[src/rtl/regfile_pkg.sv]
// Shared definitions for the parametrised register file with stack-pointer support.
// Default sizes, SP bounds, and the encoded SP-operation priority result.
package regfile_pkg;

    localparam int DEF_DATA_W   = 8;
    localparam int DEF_NUM_REGS = 4;

    localparam logic [DEF_DATA_W-1:0] DEF_SP_RESET = 8'hFF;
    localparam logic [DEF_DATA_W-1:0] DEF_SP_LIMIT = 8'h00;

    typedef enum logic [1:0] {
        SP_NOP  = 2'd0,
        SP_PUSH = 2'd1,
        SP_POP  = 2'd2,
        SP_HOLD = 2'd3
    } sp_op_e;

    // A write-port hit or a simultaneous push/pop freezes the SP arithmetic.
    function automatic sp_op_e sp_op_decode(input logic wr_hit, input logic push, input logic pop);
        sp_op_e op;
        if (wr_hit || (push && pop)) begin
            op = SP_HOLD;
        end else if (push) begin
            op = SP_PUSH;
        end else if (pop) begin
            op = SP_POP;
        end else begin
            op = SP_NOP;
        end
        return op;
    endfunction

endpackage

[src/rtl/regfile_sp_param_sp_ctrl.sv]
// Stack-pointer next-state logic: saturating push/pop and sticky overflow/underflow flags.
// Purely combinational; the owning register file holds SP and the flags.
module sp_ctrl
    import regfile_pkg::*;
#(
    parameter int                DATA_W   = DEF_DATA_W,
    parameter logic [DATA_W-1:0] SP_RESET = {DATA_W{1'b1}},
    parameter logic [DATA_W-1:0] SP_LIMIT = {DATA_W{1'b0}}
) (
    input  logic [DATA_W-1:0] sp_cur_i,
    input  logic              push_i,
    input  logic              pop_i,
    input  logic              wr_hit_i,
    input  logic              ovf_i,
    input  logic              unf_i,
    input  logic              flag_clr_i,
    output logic [DATA_W-1:0] sp_next_o,
    output logic              ovf_next_o,
    output logic              unf_next_o,
    output logic              sp_wr_sel_o
);

    sp_op_e sp_op_s;
    logic   ovf_ev_s;
    logic   unf_ev_s;

    // Saturating SP arithmetic; an attempt past either bound raises a flag event instead.
    always_comb begin
        sp_op_s   = sp_op_decode(wr_hit_i, push_i, pop_i);
        sp_next_o = sp_cur_i;
        ovf_ev_s  = 1'b0;
        unf_ev_s  = 1'b0;
        case (sp_op_s)
            SP_PUSH: begin
                if (sp_cur_i != SP_LIMIT) begin
                    sp_next_o = sp_cur_i - DATA_W'(1'b1);
                end else begin
                    ovf_ev_s = 1'b1;
                end
            end
            SP_POP: begin
                if (sp_cur_i != SP_RESET) begin
                    sp_next_o = sp_cur_i + DATA_W'(1'b1);
                end else begin
                    unf_ev_s = 1'b1;
                end
            end
            SP_HOLD: sp_next_o = sp_cur_i;
            SP_NOP:  sp_next_o = sp_cur_i;
            default: sp_next_o = sp_cur_i;
        endcase
    end

    // A new event beats a same-cycle clear so no overflow/underflow is ever lost.
    always_comb begin
        ovf_next_o  = ovf_ev_s | (ovf_i & ~flag_clr_i);
        unf_next_o  = unf_ev_s | (unf_i & ~flag_clr_i);
        sp_wr_sel_o = wr_hit_i;
    end

endmodule

[src/rtl/regfile_sp_param.sv]
// Register file: one sync write port, two async read ports, one register acting as stack pointer.
// Define REGFILE_WR_BYPASS_EN to forward write data to same-cycle reads of the write target.
module regfile_sp_param
    import regfile_pkg::*;
#(
    parameter int                DATA_W   = DEF_DATA_W,
    parameter int                NUM_REGS = DEF_NUM_REGS,
    parameter int                SP_IDX   = NUM_REGS - 1,
    parameter logic [DATA_W-1:0] SP_RESET = {DATA_W{1'b1}},
    parameter logic [DATA_W-1:0] SP_LIMIT = {DATA_W{1'b0}},
    localparam int               ADDR_W   = $clog2(NUM_REGS)
) (
    input  logic              clk,
    input  logic              rst,
    input  logic              wenabel,
    input  logic [ADDR_W-1:0] rd,
    input  logic [DATA_W-1:0] write_data,
    input  logic [ADDR_W-1:0] ra,
    input  logic [ADDR_W-1:0] rb,
    output logic [DATA_W-1:0] ra_date,
    output logic [DATA_W-1:0] rb_date,
    input  logic              sp_push,
    input  logic              sp_pop,
    input  logic              flag_clr,
    output logic [DATA_W-1:0] sp_value,
    output logic              sp_ovf,
    output logic              sp_unf
);

    logic [DATA_W-1:0] regs_q [NUM_REGS];
    logic [DATA_W-1:0] regs_d [NUM_REGS];
    logic              ovf_q;
    logic              ovf_d;
    logic              unf_q;
    logic              unf_d;

    logic              wr_hit_s;
    logic [DATA_W-1:0] sp_arith_s;
    logic              sp_wr_sel_s;
    logic [DATA_W-1:0] sp_next_s;

    assign wr_hit_s = wenabel && (rd == ADDR_W'(SP_IDX));

    sp_ctrl #(
        .DATA_W   (DATA_W),
        .SP_RESET (SP_RESET),
        .SP_LIMIT (SP_LIMIT)
    ) u_sp_ctrl (
        .sp_cur_i    (regs_q[SP_IDX]),
        .push_i      (sp_push),
        .pop_i       (sp_pop),
        .wr_hit_i    (wr_hit_s),
        .ovf_i       (ovf_q),
        .unf_i       (unf_q),
        .flag_clr_i  (flag_clr),
        .sp_next_o   (sp_arith_s),
        .ovf_next_o  (ovf_d),
        .unf_next_o  (unf_d),
        .sp_wr_sel_o (sp_wr_sel_s)
    );

    // Next storage contents: write port for ordinary registers, SP gets write data or its arithmetic result.
    always_comb begin
        regs_d = regs_q;
        if (wenabel) begin
            regs_d[rd] = write_data;
        end else begin
            regs_d[rd] = regs_q[rd];
        end
        if (sp_wr_sel_s) begin
            sp_next_s = write_data;
        end else begin
            sp_next_s = sp_arith_s;
        end
        regs_d[SP_IDX] = sp_next_s;
    end

    // Storage and sticky flags; reset overrides any same-cycle write or SP operation.
    always_ff @(posedge clk) begin
        if (rst) begin
            for (int i = 0; i < NUM_REGS; i++) begin
                if (i == SP_IDX) begin
                    regs_q[i] <= SP_RESET;
                end else begin
                    regs_q[i] <= {DATA_W{1'b0}};
                end
            end
            ovf_q <= 1'b0;
            unf_q <= 1'b0;
        end else begin
            regs_q <= regs_d;
            ovf_q  <= ovf_d;
            unf_q  <= unf_d;
        end
    end

    // Asynchronous read muxes; SP push/pop results are never forwarded.
    always_comb begin
        ra_date = regs_q[ra];
        rb_date = regs_q[rb];
`ifdef REGFILE_WR_BYPASS_EN
        if (wenabel && (rd == ra)) begin
            ra_date = write_data;
        end else begin
            ra_date = regs_q[ra];
        end
        if (wenabel && (rd == rb)) begin
            rb_date = write_data;
        end else begin
            rb_date = regs_q[rb];
        end
`endif
    end

    assign sp_value = regs_q[SP_IDX];
    assign sp_ovf   = ovf_q;
    assign sp_unf   = unf_q;

endmodule

[config.mk]
export PLATFORM = sky130hd
export DESIGN_NAME = regfile_sp_param
export DESIGN_NICKNAME = d
export VERILOG_FILES = /design/src/rtl/regfile_pkg.sv /design/src/rtl/regfile_sp_param_sp_ctrl.sv /design/src/rtl/regfile_sp_param.sv
export SDC_FILE = /design/constraint.sdc
export NUM_CORES = 1
export LEC_CHECK = 0
export CORE_UTILIZATION = 55
export CTS_BUF_LIST = sky130_fd_sc_hd__clkbuf_2 sky130_fd_sc_hd__clkbuf_4 sky130_fd_sc_hd__clkbuf_8
export DETAILED_ROUTE_END_ITERATION = 12
export PLACE_DENSITY_LB_ADDON = 0.25
export SYNTH_ARGS = -nofsm -noshare
export SYNTH_HDL_FRONTEND = slang
export SYNTH_SLANG_ARGS = --single-unit
[constraint.sdc]
create_clock -name clk -period 4.2 [get_ports clk]
set_clock_uncertainty 0.2 [all_clocks]
set_input_delay 0.42 -clock clk [delete_from_list [all_inputs] [get_ports clk]]
set_output_delay 0.42 -clock clk [all_outputs]
set_load 0.005 [all_outputs]
# == Yosys cells after proc, flatten, opt, wreduce, memory -nomap -nowiden ==
# Cells that the tools add are included.
# totals
ff_bits,34
elab_cells,61
output_inout_bits,26
in_bits,20
# classes
n_addsub,2
eq_ne,8
n_reduce_logical,8
bitwise_logic,8
muxes,25
order_cmp,4
# op_table
cell,n
8-bit 2-to-1 mux,10
32-bit bitwise mux,2
8-bit binary-select mux with 2-bit select,3
32-bit 2-to-1 mux,1
8-bit demux with 2-bit select,1
8-bit case mux with 2 select lines,1
"3-bit >= comparator, second input constant",3
2-bit inverter with 3-bit output,3
"8-bit by 1-bit adder with 8-bit output, second input constant",1
"8-bit != test, second input constant",1
8-bit nonzero test,1
"8-bit by 1-bit subtractor with 8-bit output, second input constant",1
"2-bit equality test, second input constant",3
2-bit 2-to-1 mux,3
"3-bit by 1-bit != test with 1-bit output, second input constant",2
1-bit 2-to-1 mux,4
1-bit logical AND,3
"3-bit by 1-bit less-than comparator with 1-bit output, second input constant",1
3-bit AND reduction,1
1-bit AND,2
"2-bit by 1-bit equality test with 1-bit output, second input constant",1
2-bit zero test,1
"2-bit by 1-bit != test with 1-bit output, second input constant",1
1-bit OR,2
other kinds (3),3

# == Logic depth before layout (Yosys ltp) ==
# logic_depth
ltp_word,8
depth_mapped,17
ltp_nobuf,13

# == Hierarchy ==
# From an unflattened synthesis, not the netlist that was laid out.
# unflattened
hier_cells,246
hier_area_um2,2499.9
# modules_own_cells
mod,seq_area_each_um2,instances,area_per_inst_um2,cells_each
regfile_sp_param,680.7,1,1789.2,150
sp_ctrl,0.0,1,710.7,96

# == Least setup slack after synthesis ==
# Ideal clock, no wire load.
# synth_path
kind,in2reg
from,input port wenabel
to,register regs_q (netlist bit sp_value[7])
slack_ps,592
path_buffers,4
stages,16
setup_ps,59
t_arrival_ps,3349
cell_sequence,clkbuf_1 -> nand3_1 -> buf_6 -> nand2b_1 -> ha_1 -> buf_6 -> clkinv_2 -> ha_1 -> buf_4 -> nand4_2 -> nand3b_2 -> a311o_1 -> o22ai_2 -> mux2i_1 -> mux2i_1 -> o31a_1
# synth_between
elab_chain_cells,7
word_cells_on_any_way,14
cone_classes,6 x eq/ne; 3 x mux; 5 x reduce/logical
# synth_rtl
item,line_no,rtl
start: declaration,regfile_sp_param.sv:15,"input logic wenabel,"
1-bit logical AND *,regfile_sp_param.sv:42,assign wr_hit_s = wenabel && (rd == ADDR_W'(SP_IDX));
1-bit logical OR,regfile_pkg.sv:21,if (wr_hit || (push && pop)) begin
2-bit 2-to-1 mux,regfile_pkg.sv:21,
2-bit equality test or 2-bit zero test (tied branches),regfile_sp_param_sp_ctrl.sv:33,case (sp_op_s)
2-bit OR reduction (no line),n/a,
2-bit by 1-bit != test with 1-bit output (no line),n/a,
3-bit AND reduction (no line),n/a,
end signal: indexed assignment,regfile_sp_param.sv:85,regs_q[i] <= {DATA_W{1'b0}};
end signal: assignment,regfile_sp_param.sv:91,regs_q <= regs_d;
end: declaration,regfile_sp_param.sv:30,logic [DATA_W-1:0] regs_q [NUM_REGS];
# Every way passes the cells marked *; elsewhere a longest branch is shown, timed or not.
# A chain may end at the register's enable or synchronous reset.

# == Final worst setup path ==
# layout_path
from,input port rd[0]
to,register regs_q (netlist bit sp_value[7])
# layout_between
elab_chain_cells,8
word_cells_on_any_way,15
cone_classes,7 x eq/ne; 3 x mux; 5 x reduce/logical
# layout_rtl
item,line_no,rtl
start: declaration,regfile_sp_param.sv:16,"input logic [ADDR_W-1:0] rd,"
2-bit equality test *,regfile_sp_param.sv:42,
1-bit logical AND *,regfile_sp_param.sv:42,
1-bit logical OR,regfile_pkg.sv:21,
2-bit 2-to-1 mux,regfile_pkg.sv:21,
2-bit equality test or 2-bit zero test (tied branches),regfile_sp_param_sp_ctrl.sv:33,
2-bit OR reduction (no line),n/a,
2-bit by 1-bit != test with 1-bit output (no line),n/a,
3-bit AND reduction (no line),n/a,
# Marks and branches as above.

==> impl_metrics.py <==
metrics = {
    "status": {
        "status": "finished clean",
    },
    "final_layout": {
        "area_growth_pct": 19.2,
        "finalNetCount": 305,
        "fillers": 343,
        "final_util_pct": 68.4,
        "multi_input_area_sq_mm": 0.00163,
        "regArea_sq_um": 681,
        "drive_gt1_share_pct": 18.7,
        "n_antenna_cell": 0,
    },
    "pwr": {
        "finalPower_mw": 1.10,
        "powerDensity_mw_per_mm2": 365,
        "p_leak_nw": 1.11,
        "peakVddDrop_mv": 0.241,
    },
    "route": {
        "drt-initial-drc-count": 142,
        "wl_per_cell_microns": 18.7,
        "dr.pass1.iters": 4,
        "vias": 2071,
        "routed_via_density": 6.28,
        "drc": 0,
        "drtAntennaViolNets": 0,
        "wirelength_microns": 6160,
    },
    "yosys": {
        "yosys_register_bits": 34,
        "yosys_warnings": 0,
        "synth_top_area_share_pct": 27.1,
        "syn_inst": 248,
        "synth_top_area_cell": "dfxtp_1",
        "synth_common_cells": "dfxtp_1, nor2_1, a211oi_1",
        "synth_ff_type": "dfxtp_1",
        "synth_edf_count": 0,
        "syn-num-nets": 276,
        "async_flop_share_pct": 0,
        "avgSynthCellArea_sq_um": 10.1,
        "synth_cell_types": 50,
        "synthTopCellsByArea": "dfxtp_1, mux4_2, a211oi_1",
        "syn_area_sq_mm": 0.00252,
        "ys_seq_area_share_pct": 27.1,
    },
    "global_route": {
        "grt-ovfl-total": 0,
        "top_usage_layer": "met2",
        "grt_util_all_layers_pct": 26.9,
        "grt_max_degree": 26,
        "antenna_found_initial": 0,
        "globalRouteMet3Util_pct": 5.96,
        "grt_pass1_vias": 2064,
        "grtUsageMet1_pct": 34.9,
        "grt_use_met2_pct": 44.0,
        "grt_pass1_wl_microns": 10100,
    },
    "sta": {
        "relSlewSlack_pct": 27.5,
        "tightest_slew_ns": 1.08,
        "setup_violations": 0,
        "max_clock_freq_mhz": 282,
        "rsz0062_at_grt": "false",
        "slew_violations": 0,
        "period_share_pct": 84.3,
        "hold_viol": 0,
        "fin_tns_setup_ns": 0,
        "post-route-min-period_ns": 3.54,
        "holdWs_ns": 0.293,
        "final.setup.worst_slack_ns": 0.658,
    },
    "worst_setup_path": {
        "cp-start-kind": "input pin",
        "cp_top_family": "simple AND/OR/NAND/NOR gates",
        "worstPathArrival_ns": 3.58,
        "critPathMaxFanout": 10,
        "crit_slowest_cell": "clkdlybuf4s50_1",
        "cpPeakStageDelay_ns": 0.52,
        "cp_num_buf_inv": 2,
        "endpoint_kind": "register",
        "path_cells": "clkdlybuf4s50_1 -> nand3_1 -> nand2b_1 -> ha_1 -> clkinv_2 -> ha_1 -> nand4_2 -> nand3b_2 -> a311o_1 -> o22ai_2 -> mux2i_1 -> mux2i_1 -> o31a_1",
        "crit_type": "in2reg",
        "crit_required_ns": 4.24,
    },
    "clock_network": {
        "clock_latency_ns": 0.29,
        "clock_sinks": 34,
        "hold_buffers": 0,
        "cts_resized": 0,
        "clockRootBuffer": "clkbuf_8",
        "cts_buffers": 5,
        "clock_path_buffers": 2,
        "cts_tree": "built",
        "clkTransAtPathRegs_ns": 0.08,
        "cts_max_level": 2,
        "post_cts_buffers": 0,
    },
    "hold_path": {
        "hold_class": "reg2reg",
    },
    "place": {
        "gp_congestion": 0.845,
        "portBuffers": 45,
        "dp_slack_ns": 0.414,
        "hpwl_microns": 4420,
    },
    "floorplanning": {
        "ioPinCount": 46,
        "num_rows": 24,
        "start_util_pct": 57.4,
        "die_h_microns": 69.6,
        "core-area_sq_mm": 0.00438,
        "die_w_microns": 69.6,
        "dieArea_sq_mm": 0.00485,
    },
    "flow_run": {
        "maxCapViolCount": 0,
    },
}
## layer usage
layer | part of all wire (%) | routed length, microns
met5 | 0 | 0
met4 | 1.7 | 106
met3 | 5.3 | 329
met2 | 50 | 3080
met1 | 43 | 2640
## stage by stage
| stage | instance area, sq um | cells |
|---|---|---|
| finish | 3000 | 330 |
| floorplan | 2520 | 248 |
| global placement | 2900 | 322 |
| CTS | 3000 | 330 |
| detailed placement | 2900 | 322 |
| global route | 3000 | 330 |
## final timing paths
kind	end	slack, ns	depth (start not counted)	start
max	sp_value[7]$_SDFFE_PP1P_	0.66	13	rd[0]
min	sp_ovf$_SDFF_PP0_	0.29	2	sp_ovf$_SDFF_PP0_
max reg2reg	sp_value[7]$_SDFFE_PP1P_	1.69	8	sp_value[3]$_SDFFE_PP1P_
min reg2reg	sp_ovf$_SDFF_PP0_	0.29	2	sp_ovf$_SDFF_PP0_
## where the power goes
part | internal (mW) | leakage, nW | switching (mW) | total (mW)
clock | 0.132 | 0.0472 | 0.127 | 0.258
combinational | 0.240 | 0.778 | 0.176 | 0.415
sequential | 0.355 | 0.281 | 0.0668 | 0.422
## layout by cell type (no fill, tap or decap), drive strengths merged, types with 2 or more instances in the layout
| cell | Yosys | layout |
|---|---|---|
| mux4 | 24 | 24 |
| mux2i | 12 | 12 |
| nor3 | 9 | 9 |
| nor2b | 3 | 3 |
| nand4 | 3 | 3 |
| nor3b | 2 | 2 |
| nor2 | 35 | 35 |
| clkinv | 1 | 2 |
| o21ai | 3 | 3 |
| o21bai | 2 | 2 |
| or2 | 3 | 3 |
| clkdlybuf4s50 | 0 | 45 |
| ha | 8 | 8 |
| clkbuf | 13 | 6 |
| xnor2 | 7 | 7 |
| a21oi | 10 | 10 |
| dfxtp | 34 | 34 |
| inv | 4 | 4 |
| o31ai | 2 | 2 |
| nand2 | 6 | 6 |
| a211oi | 26 | 26 |
| a31oi | 4 | 4 |
| and3 | 3 | 3 |
| buf | 18 | 8 |
| nand2b | 3 | 3 |
## worst min-delay path: cells and delay by family, from the launching register on
kind	cells	cell delay, ns
AO/OA/AOI/OAI	1	0.06
AND/OR/NAND/NOR	1	0.07
flip-flops	1	0.33
## sequential cells by signal, summed over array words and instances (netlist names)
register,flops
regs_q,24
sp_value,8
sp_ovf,1
sp_unf,1
## area by class of cell
class | count | share of cell area, %
Inverter | 5 | 0.668
Clock buffer | 6 | 2.75
Sequential cell | 34 | 22.7
Clock inverter | 2 | 0.417
Timing Repair Buffer | 53 | 17.0
Tap cell | 52 | 2.17
Multi-Input combinational cell | 178 | 54.3
## cell families after synthesis
group / after synthesis / share of synthesized area [%]
simple gates: 72 / 15.5
compound gates: 54 / 15.7
buf+inv: 36 / 8.25
mux: 36 / 26.7
flops: 34 / 27.1
xor+xnor: 8 / 2.78
fa+ha+maj: 8 / 3.98
(Power assumes the default switching activity.)
